<file path="src/rtl/uart_tx_pkg.sv">
// uart_tx_pkg -- shared constants for the UART transmitter.
//   DEF_CLK_DIV    : default clocks per serial bit (27 MHz / 115200).
//   DEF_FIFO_DEPTH : default transmit buffer depth in bytes (power of two, >= 2).
//   ST_*           : FSM state encoding.
// Optional feature macro: UART_TX_PARITY_EN adds the PARITY state.
package uart_tx_pkg;
  localparam int DEF_CLK_DIV    = 234;
  localparam int DEF_FIFO_DEPTH = 4;

  localparam logic [2:0] ST_IDLE   = 3'd0;
  localparam logic [2:0] ST_START  = 3'd1;
  localparam logic [2:0] ST_DATA   = 3'd2;
`ifdef UART_TX_PARITY_EN
  localparam logic [2:0] ST_PARITY = 3'd3;
`endif
  localparam logic [2:0] ST_STOP   = 3'd4;
endpackage

</file>
<file path="src/rtl/uart_tx_fifo.sv">
// tx_fifo -- byte FIFO feeding the UART transmitter.
// Ports:
//   clk, rst      : clock, asynchronous active-high reset (discards contents)
//   push, din     : write strobe and byte; ignored while full
//   pop, dout     : read strobe and head byte (dout valid while !empty)
//   empty, full   : occupancy flags derived from the pointers
// Pointers carry one extra wrap bit so full and empty are distinguishable.
import uart_tx_pkg::*;

module tx_fifo #(
  parameter int DEPTH = DEF_FIFO_DEPTH
) (
  input  logic       clk,
  input  logic       rst,
  input  logic       push,
  input  logic [7:0] din,
  input  logic       pop,
  output logic [7:0] dout,
  output logic       empty,
  output logic       full
);
  localparam int AW = $clog2(DEPTH);

  logic [7:0]  mem [DEPTH];
  logic [AW:0] wptr, rptr, count;
  logic        do_push, do_pop;

  assign count   = wptr - rptr;
  assign empty   = (wptr == rptr);
  assign full    = (count == (AW+1)'(DEPTH));
  assign do_push = push & ~full;
  assign do_pop  = pop & ~empty;
  assign dout    = mem[rptr[AW-1:0]];

  always_ff @(posedge clk or posedge rst) begin
    if (rst) begin
      wptr <= '0;
      rptr <= '0;
    end else begin
      if (do_push) wptr <= wptr + 1'b1;
      if (do_pop)  rptr <= rptr + 1'b1;
    end
  end

  // Storage needs no reset: the pointers define what is valid.
  always_ff @(posedge clk) begin
    if (do_push) mem[wptr[AW-1:0]] <= din;
  end
endmodule

</file>
<file path="src/rtl/uart_tx.sv">
// uart_tx -- buffered 8-bit UART transmitter (8N1, or 8E1 with parity).
// Ports:
//   clk   : sole clock
//   rst   : asynchronous active-high reset; aborts any frame, flushes FIFO
//   wr    : single-cycle write strobe, wdata sampled with it
//   full  : FIFO holds FIFO_DEPTH bytes
//   busy  : FIFO non-empty or a frame in progress
//   ovf   : one-cycle pulse after a write was dropped because full
//   tx    : registered serial line, idle high
// Optional feature macro: UART_TX_PARITY_EN inserts an even-parity bit.
import uart_tx_pkg::*;

module uart_tx #(
  parameter int CLK_DIV    = DEF_CLK_DIV,
  parameter int FIFO_DEPTH = DEF_FIFO_DEPTH
) (
  input  logic       clk,
  input  logic       rst,
  input  logic       wr,
  input  logic [7:0] wdata,
  output logic       full,
  output logic       busy,
  output logic       ovf,
  output logic       tx
);
  localparam int             CW        = (CLK_DIV > 1) ? $clog2(CLK_DIV) : 1;
  localparam logic [CW-1:0]  BAUD_LAST = CW'(CLK_DIV - 1);

  logic [2:0]    state;
  logic [CW-1:0] baud;
  logic [2:0]    bit_idx;
  logic [7:0]    shift;
  logic          baud_last, empty, pop;
  logic [7:0]    head;
`ifdef UART_TX_PARITY_EN
  logic          par;
`endif

  tx_fifo #(.DEPTH(FIFO_DEPTH)) u_fifo (
    .clk   (clk),
    .rst   (rst),
    .push  (wr),
    .din   (wdata),
    .pop   (pop),
    .dout  (head),
    .empty (empty),
    .full  (full)
  );

  assign baud_last = (baud == BAUD_LAST);
  // Load from IDLE, or straight out of the last stop cycle so that
  // back-to-back frames carry no idle gap.
  assign pop  = ~empty & ((state == ST_IDLE) | ((state == ST_STOP) & baud_last));
  assign busy = ~empty | (state != ST_IDLE);

  always_ff @(posedge clk or posedge rst) begin
    if (rst) begin
      state   <= ST_IDLE;
      baud    <= '0;
      bit_idx <= '0;
      shift   <= '0;
`ifdef UART_TX_PARITY_EN
      par     <= 1'b0;
`endif
    end else begin
      baud <= ((state == ST_IDLE) || baud_last) ? '0 : baud + 1'b1;
      if (pop) begin
        shift <= head;
`ifdef UART_TX_PARITY_EN
        par   <= ^head;
`endif
      end
      case (state)
        ST_IDLE:  if (!empty) state <= ST_START;
        ST_START: if (baud_last) state <= ST_DATA;
        ST_DATA: begin
          if (baud_last) begin
            shift   <= {1'b0, shift[7:1]};
            bit_idx <= bit_idx + 1'b1;  // 3 bits: wraps 7 -> 0
`ifdef UART_TX_PARITY_EN
            if (bit_idx == 3'd7) state <= ST_PARITY;
`else
            if (bit_idx == 3'd7) state <= ST_STOP;
`endif
          end
        end
`ifdef UART_TX_PARITY_EN
        ST_PARITY: if (baud_last) state <= ST_STOP;
`endif
        ST_STOP:  if (baud_last) state <= empty ? ST_IDLE : ST_START;
        default:  state <= ST_IDLE;
      endcase
    end
  end

  // tx is registered from the current state, so the line lags the FSM by
  // one clock; every bit still spans exactly CLK_DIV cycles.
  always_ff @(posedge clk or posedge rst) begin
    if (rst) begin
      tx <= 1'b1;
    end else begin
      case (state)
        ST_START:  tx <= 1'b0;
        ST_DATA:   tx <= shift[0];
`ifdef UART_TX_PARITY_EN
        ST_PARITY: tx <= par;
`endif
        default:   tx <= 1'b1;
      endcase
    end
  end

  // Dropped-write flag: pop in the same cycle does not rescue the write.
  always_ff @(posedge clk or posedge rst) begin
    if (rst) ovf <= 1'b0;
    else     ovf <= wr & full;
  end
endmodule

</file>
<file path="config.mk">
export PLATFORM = sky130hd
export DESIGN_NAME = uart_tx
export DESIGN_NICKNAME = d
export VERILOG_FILES = /design/src/rtl/uart_tx_pkg.sv /design/src/rtl/uart_tx_fifo.sv /design/src/rtl/uart_tx.sv
export SDC_FILE = /design/constraint.sdc
export NUM_CORES = 1
export LEC_CHECK = 0
export BUFFER_PORTS_ARGS = -buffer_cell sky130_fd_sc_hd__buf_2
export CAP_MARGIN = 5
export CORE_MARGIN = 2
export CORE_UTILIZATION = 29
export CTS_CLUSTER_DIAMETER = 30
export DETAILED_ROUTE_END_ITERATION = 8
export SYNTH_ARGS = -nofsm -noshare
export SYNTH_HDL_FRONTEND = slang
export SYNTH_SLANG_ARGS = --single-unit
</file>
<file path="constraint.sdc">
create_clock -name clk -period 4.2 [get_ports clk]
set_input_delay 0.84 -clock clk [delete_from_list [all_inputs] [get_ports clk]]
set_output_delay 0.84 -clock clk [all_outputs]
set_load 0.02 [all_outputs]
</file>
# After elaboration in Yosys (flattened, before gate mapping)
# Memory sizes are Yosys's and may differ from the RTL's.
# Cells that the tools add are included.
[word_totals] input_bits=11 ff_bits=30 wordCells=54 ramBits=32 out_inout_bits=4 n_memories=1
[op_classes] bitwise_logic=9 n_eq_ne=12 add_sub_neg=5 muxes=14 reduce_logical=5
[memory_table] name="u_fifo.mem" words=4 word_bits=8 rd=1 rd_ports_with_merged_regs=0 wr=1 line_no="uart_tx_fifo.sv:24" source="logic [7:0] mem [DEPTH];"
[op_table] op="two-way mux 8 bit" n=4
[op_table] op="two-way mux 3 bit" n=5
[op_table] op="case mux 3 bit (4 select lines)" n=1
[op_table] op="inequality test 2 bit (second input constant)" n=5
[op_table] op="adder 3 x 1 -> 3 bit (second input constant)" n=3
[op_table] op="equality test 3 bit (second input constant)" n=3
[op_table] op="adder 8 x 1 -> 8 bit (second input constant)" n=1
[op_table] op="equality test 8 bit (second input constant)" n=1
[op_table] op="bitwise AND 1 bit" n=5
[op_table] op="AND reduction 5 bit" n=1
[op_table] op="equality test 3 x 1 -> 1 bit (second input constant)" n=1
[op_table] op="equality test 3 x 2 -> 1 bit (second input constant)" n=1
[op_table] op="equality test 3 bit" n=1
[op_table] op="zero test 3 bit" n=1
[op_table] op="two-way mux 1 bit" n=3
[op_table] op="nonzero test 3 bit" n=1
[op_table] op="subtractor 3 bit" n=1
[op_table] op="inverter 1 bit" n=2
[op_table] op="bitwise OR 1 bit" n=2
[op_table] op="case mux 1 bit (2 select lines)" n=1
[op_table] op="AND reduction 2 bit" n=1
[op_table] op="logical OR 1 bit" n=1

# Depth between registers and ports, before layout
# Gate-level depths: netlist of the first run.
[depth] ltp_word=7 mapped_depth=8 depth_no_buf=6

# By module
# A second synthesis of the first run with hierarchy kept.
[unflattened] hier_cells=204 hier_area_um2=2899.0
[by_module_without_submodules] module="tx_fifo" seq_area_each_um2=1111.1 n_inst=1 cells_per_inst=79 area_per_inst_um2=1560.2
[by_module_without_submodules] module="uart_tx" seq_area_each_um2=601.8 n_inst=1 cells_per_inst=125 area_per_inst_um2=1338.8

# Worst setup path before layout of the first run
# OpenSTA, ideal clock, no wires.
[synth_path] path_kind="register to output" from="register u_fifo.rptr[1]" to="output full" stages_incl_launch_ff=7 t_required_ns=3.360 path_buffers=1 path_slack_ns=1.876 t_arrival_ns=1.484 cell_sequence="dfrtp_1 -> clkbuf_1 -> inv_1 -> ha_1 -> nor2b_1 -> xnor2_1 -> nor2_1"
[synth_between] elab_chain_len=2
[synth_rtl] item="from (decl)" line_no="uart_tx_fifo.sv:25" source="logic [AW:0] wptr, rptr, count;"
[synth_rtl] item="from (signal assigned)" line_no="uart_tx_fifo.sv:41" source="if (do_pop) rptr <= rptr + 1'b1;"
[synth_rtl] item="subtractor 3 bit" line_no="uart_tx_fifo.sv:28" source="assign count = wptr - rptr;"
[synth_rtl] item="equality test 3 bit" line_no="uart_tx_fifo.sv:30" source="assign full = (count == (AW+1)'(DEPTH));"
[synth_rtl] item="to (decl)" line_no="uart_tx.sv:21" source="output logic full,"
# Every way passes these cells.

# Final worst setup path of the first run
[layout_path] from="register u_fifo.rptr[0]" to="output full"
# The elaborated chain is that of the path after synthesis.

==> flow_metrics.env, run 1 <==
export IMPL_gp_congestion=0.708
export IMPL_num_vias=1599
export IMPL_cp_required_ps=3360
export IMPL_hpwl_um=3220
export IMPL_clock_path_buffers=2
export IMPL_tightest_slew_ps=702
export IMPL_synthDistinctLibCells=39
export IMPL_powerDensity_mw_per_mm2=601
export IMPL_io_buffers=14
export IMPL_clockPowerShare=0.308
export IMPL_fin_skew_ps=10.3
export IMPL_grt_max_degree=18
export IMPL_drv_cap=0
export IMPL_p_leak_nw=1.25
export IMPL_internal_power_mw=1.34
export IMPL_wl_per_cell_um=12.7
export IMPL_holdWs_ps=482
export IMPL_drt_initial_drc_count=83
export IMPL_drv_slew=0
export IMPL_slowest_delay_ps=770
export IMPL_vias_per_cell=4.44
export IMPL_critical_path_class="reg -> out"
export IMPL_start_util=0.298
export IMPL_p_switching_mw=0.581
export IMPL_ys_seq_elements=62
export IMPL_finalHoldViolations=0
export IMPL_cts_buffers=9
export IMPL_synthArstFlopShare=0.484
export IMPL_fin_crit_sh=0.669
export IMPL_core_mm2=0.00924
export IMPL_setup_tns_ps=0
export IMPL_dieArea_mm2=0.0103
export IMPL_synthFlopType="edfxtp_1"
export IMPL_firstDrtPassIters=4
export IMPL_worst_r2r_cell_count=5
export IMPL_timing_final_ws_setup_ps=1390
export IMPL_layout_min_cycle_time_ps=2810
export IMPL_reg2reg_to="shift[6]"
export IMPL_synth_warnings=0
export IMPL_post_route_drc_count=0
export IMPL_rsz0062_at_grt="false"
export IMPL_h_tree_depth=3
export IMPL_cp_arrival_ps=1970
export IMPL_hp_start="bit_idx[0]"
export IMPL_crit_path_start_kind="register"
export IMPL_antenna_cells=0
export IMPL_clk_latency_ps=340
export IMPL_finalInstanceArea_mm2=0.00320
export IMPL_r2r_start="u_fifo.rptr[0]"
export IMPL_wirelength_um=4580
export IMPL_area_delta_synth_final_pct=15.9
export IMPL_fp_dieW_um=102
export IMPL_dp_cells=344
export IMPL_tritoncts="built"
export IMPL_cts_resized=0
export IMPL_seq_area_frac_synth=0.621
export IMPL_holdPathStages=1
export IMPL_antenna_found_initial=0
export IMPL_place_area_mm2=0.00297
export IMPL_end_kind="output pin"
export IMPL_p_seq_frac=0.474
export IMPL_max_slew_margin=0.531
export IMPL_synthesis_area_mm2=0.00276
export IMPL_synth_edff_count=32
export IMPL_finalNonFillerCells=360
export IMPL_io_pins=15
export IMPL_syn_area_per_cell_um2=13.4
export IMPL_setup_viol=0
export IMPL_cp_slowest_cell="dfrtp_1"
export IMPL_total_power_mw=1.92
export IMPL_cp_max_fo=11
export IMPL_p_sw_frac=0.303
export IMPL_pre_cts_ws_ps=1420
export IMPL_drtAntennaViolNets=0
export IMPL_hold_buffers=0
export IMPL_grt_pass1_wl_um=7780
export IMPL_grt_pass1_vias=1578
export IMPL_syn_nets=228
export IMPL_comb_power_share=0.219
export IMPL_utilization=0.346
export IMPL_syn_inst=206
export IMPL_grt_overflow_total=0
export IMPL_regToRegSetupSlack_ps=1480
export IMPL_path_cells="ha_1, nor2b_1, xnor2_1, nor2_1, buf_2"
export IMPL_status="complete, no violations"
export IMPL_cts_setup_buffers=0
export IMPL_hp_class="reg -> reg"
export IMPL_drive_above_1_share=0.216
export IMPL_clock_sinks=62
export IMPL_cts_root_buffer_cell="clkbuf_8"
export IMPL_nNetsFinal=248
export IMPL_irDropWorstVdd_v=0.000340
export IMPL_fmax_mhz=356
export IMPL_die_y_um=102
export IMPL_placementRows=35
export IMPL_whs_endpoint="bit_idx[0]"
export IMPL_track_usage=0.101
export IMPL_clk_pin_slew_ps=70
==> worst max-delay path: cells and delay by family (launching register included) <==
family | cells | cell delay, ps
XOR/XNOR | 1 | 180
adder cells (fa/ha/maj) | 1 | 250
buffers and inverters | 1 | 160
flip-flops | 1 | 770
AND/OR/NAND/NOR | 2 | 300
==> routing by layer <==
| metal | part of all wire | track usage | vias to the layer above |
|---|---|---|---|
| li1 | - | - | 776 |
| met1 | 0.46 | 0.126 | 796 |
| met2 | 0.49 | 0.159 | 21 |
| met3 | 0.036 | 0.0380 | 6 |
| met4 | 0.012 | 0.0374 | 0 |
| met5 | 0 | 0 | - |
==> cells in the mapped netlist, drive strengths merged, types with 2 or more instances <==
master,number,share of area
edfxtp,32,0.35
dfrtp,29,0.26
nand2,26,0.035
nand3,17,0.031
ha,11,0.050
nor2,10,0.014
mux4,8,0.065
xnor2,8,0.028
o211ai,7,0.019
buf,6,0.013
inv,6,0.0082
a21oi,5,0.010
and2,5,0.011
nor3,5,0.0091
xor2,5,0.019
o21ai,4,0.0073
and3,2,0.0045
clkbuf,2,0.0027
nor2b,2,0.0045
or3,2,0.0045
==> power by group through the flow <==
stage / clock network, mW / registers (mW) / logic [mW]
CTS: 0.607 / 0.914 / 0.428
global route: 0.636 / 0.932 / 0.475
finish: 0.591 / 0.910 / 0.420
floorplan: 0 / 0.874 / 0.359
detailed placement: 0 / 0.925 / 0.426
global placement: 0 / 0.920 / 0.418
==> cells in the final DEF (no fill, tap or decap), types with 5 or more instances in the layout <==
master / n
buf_2: 14
inv_1: 6
nor3_1: 5
nor2_1: 10
nand2_1: 26
clkbuf_8: 9
mux4_2: 8
edfxtp_1: 32
dfrtp_1: 29
xnor2_1: 7
o211ai_1: 7
and2_1: 5
nand3_1: 17
ha_1: 11
==> kinds of logic after synthesis <==
| group | Yosys count | synth area share |
|---|---|---|
| multiplexers | 10 | 0.0730 |
| flip-flops | 62 | 0.621 |
| adder cells (fa/ha/maj) | 11 | 0.0499 |
| AND/OR/NAND/NOR | 75 | 0.132 |
| XOR/XNOR | 13 | 0.0467 |
| buffers and inverters | 14 | 0.0236 |
| AO/OA/AOI/OAI | 21 | 0.0540 |
==> final cells by class <==
class                   count  area, um^2
clock buffers               9         124
clock inverters             7         104
repair buffers             17        92.6
flip-flops and latches     62        1710
inverters                   6        22.5
well taps                 129         161
multi-input cells         130         980
fillers                   904        6040
==> sequential cells by signal, summed over array words and instances (netlist names) <==
name         flops
u_fifo.mem      32
baud             8
shift            8
bit_idx          3
state            3
u_fifo.rptr      3
u_fifo.wptr      3
ovf              1
tx               1
==> worst max-delay path by stage <==
stage / start / end / slack, ps
after floorplan: u_fifo.rptr[1] / full / 1880
after global placement: u_fifo.rptr[0] / shift[2] / 1530
after detailed placement: u_fifo.rptr[0] / shift[5] / 1420
after CTS: u_fifo.rptr[0] / full / 1310
after global routing: u_fifo.rptr[0] / shift[0] / 1180
final: u_fifo.rptr[0] / full / 1390
Power figures use the tool's default switching activity.
==> inputs of run 2 (changes only) <==
==> constraint.sdc (replaced) <==
create_clock -name clk -period 2.94 [get_ports clk]
set_input_delay 0.588 -clock clk [delete_from_list [all_inputs] [get_ports clk]]
set_output_delay 0.588 -clock clk [all_outputs]
set_load 0.02 [all_outputs]
==> run 2 against run 1 <==
Effect of this change:
- worst hold slack got worse by 180 ps
- register-to-register slack got worse by 830 ps
- worst setup slack got worse by 890 ps
- clock-buffer cell count unchanged
- wire length increased by 2.3%
- sequential cell count unchanged
- combinational power increased by 52%
- critical path type unchanged
==> flow_metrics.env, run 2 (synthesis results as in run 1) <==
export IMPL_regToRegSetupSlack_ps=650
export IMPL_grt_max_degree=31
export IMPL_drv_slew=0
export IMPL_core_mm2=0.00924
export IMPL_path_cells="inv_1, ha_1, and2_1, nand3_1, buf_2"
export IMPL_crit_path_start_kind="register"
export IMPL_start_util=0.298
export IMPL_cts_root_buffer_cell="clkbuf_8"
export IMPL_clock_path_buffers=2
export IMPL_io_buffers=14
export IMPL_fmax_mhz=409
export IMPL_max_slew_margin=0.606
export IMPL_fin_skew_ps=7.55
export IMPL_drtAntennaViolNets=0
export IMPL_setup_tns_ps=0
export IMPL_hp_class="in -> async"
export IMPL_nNetsFinal=250
export IMPL_gp_congestion=0.722
export IMPL_antenna_cells=0
export IMPL_rsz0062_at_grt="false"
export IMPL_clk_pin_slew_ps=80
export IMPL_vias_per_cell=4.34
export IMPL_p_leak_nw=1.25
export IMPL_irDropWorstVdd_v=0.000290
export IMPL_layout_commonest_cell="edfxtp_1"
export IMPL_placementRows=35
export IMPL_cts_setup_buffers=0
export IMPL_drt_initial_drc_count=103
export IMPL_dp_cells=346
export IMPL_slowest_delay_ps=590
export IMPL_powerDensity_mw_per_mm2=840
export IMPL_drive_above_1_share=0.223
export IMPL_drv_cap=0
export IMPL_setup_viol=0
export IMPL_cts_buffers=9
export IMPL_reg2reg_to="u_fifo.mem[2][3]"
export IMPL_num_vias=1571
export IMPL_end_kind="output pin"
export IMPL_track_usage=0.104
export IMPL_dieArea_mm2=0.0103
export IMPL_area_delta_synth_final_pct=15.6
export IMPL_grt_pass1_wl_um=8110
export IMPL_die_y_um=102
export IMPL_io_pins=15
export IMPL_utilization=0.345
export IMPL_worst_r2r_cell_count=6
export IMPL_cp_slowest_cell="dfrtp_1"
export IMPL_r2r_start="u_fifo.rptr[1]"
export IMPL_hpwl_um=3190
export IMPL_clock_sinks=62
export IMPL_hold_buffers=0
export IMPL_wl_per_cell_um=12.9
export IMPL_wirelength_um=4680
export IMPL_grt_pass1_vias=1611
export IMPL_holdWs_ps=307
export IMPL_finalNonFillerCells=362
export IMPL_layout_min_cycle_time_ps=2440
export IMPL_h_tree_depth=3
export IMPL_finalHoldViolations=0
export IMPL_cts_resized=0
export IMPL_status="complete, no violations"
export IMPL_cp_arrival_ps=1860
export IMPL_tightest_slew_ps=590
export IMPL_largest_reg_flops=32
export IMPL_fp_dieW_um=102
export IMPL_clk_latency_ps=340
export IMPL_cp_max_fo=10
export IMPL_firstDrtPassIters=4
export IMPL_tritoncts="built"
export IMPL_post_route_drc_count=0
export IMPL_antenna_found_initial=0
export IMPL_grt_overflow_total=0
export IMPL_final_cell_mix="32 x edfxtp_1, 29 x dfrtp_1, 26 x nand2_1, 17 x nand3_1, 14 x buf_2"
export IMPL_fin_crit_sh=0.832
export IMPL_cp_required_ps=2350
export IMPL_critical_path_class="reg -> out"
==> run 2: area by class of cell <==
type                            instances  area (um^2)
Timing Repair Buffer                   19          108
Multi-Input combinational cell        130          980
Tap cell                              129          161
Sequential cell                        62         1710
Clock buffer                            9          124
Fill cell                             898         6050
Clock inverter                          7         78.8
Inverter                                6         22.5
==> run 2: where the power goes <==
part	leakage, nW	internal (mW)	switching [mW]
Combinational	0.472	0.301	0.338
Clock	0.105	0.401	0.367
Sequential	0.669	1.13	0.136
Total	1.25	1.84	0.841
==> run 2: worst max-delay path by stage <==
| stage | from | endpoint | slack (ps) | cells after the start |
|---|---|---|---|---|
| floorplan | u_fifo.rptr[1] | u_fifo.mem[3][0] | 800 | 6 |
| global placement | u_fifo.rptr[1] | u_fifo.mem[0][3] | 640 | 6 |
| detailed placement | u_fifo.rptr[1] | u_fifo.mem[2][4] | 600 | 6 |
| CTS | u_fifo.rptr[1] | busy | 440 | 5 |
| global route | u_fifo.rptr[1] | busy | 330 | 5 |
| finish | u_fifo.rptr[1] | busy | 500 | 5 |
==> run 2: stage by stage <==
step / area (um^2) / worst slack, ps / power, mW
6_report: 3190 / 495 / 2.68
5_1_grt: 3190 / 328 / 2.85
4_1_cts: 3190 / 443 / 2.72
3_5_place_dp: 2980 / 603 / 1.94
3_3_place_gp: 2980 / 642 / 1.93
2_1_floorplan: 2760 / 801 / 1.76
==> run 2: routing by layer <==
metal  vias up  global-route usage  routed length [um]
met5         -                   0                   0
li1        783                   -                   -
met4         0              0.0374                  71
met2        26               0.157                2240
met3         7              0.0414                 197
met1       755               0.137                2170
==> run 2: worst max-delay path: cells and delay by family, from the launching register on <==
kind	cells	cell delay, ps
DFF	1	590
and+or+nand+nor	2	330
adders and majority gates	1	310
buffers and inverters	2	290
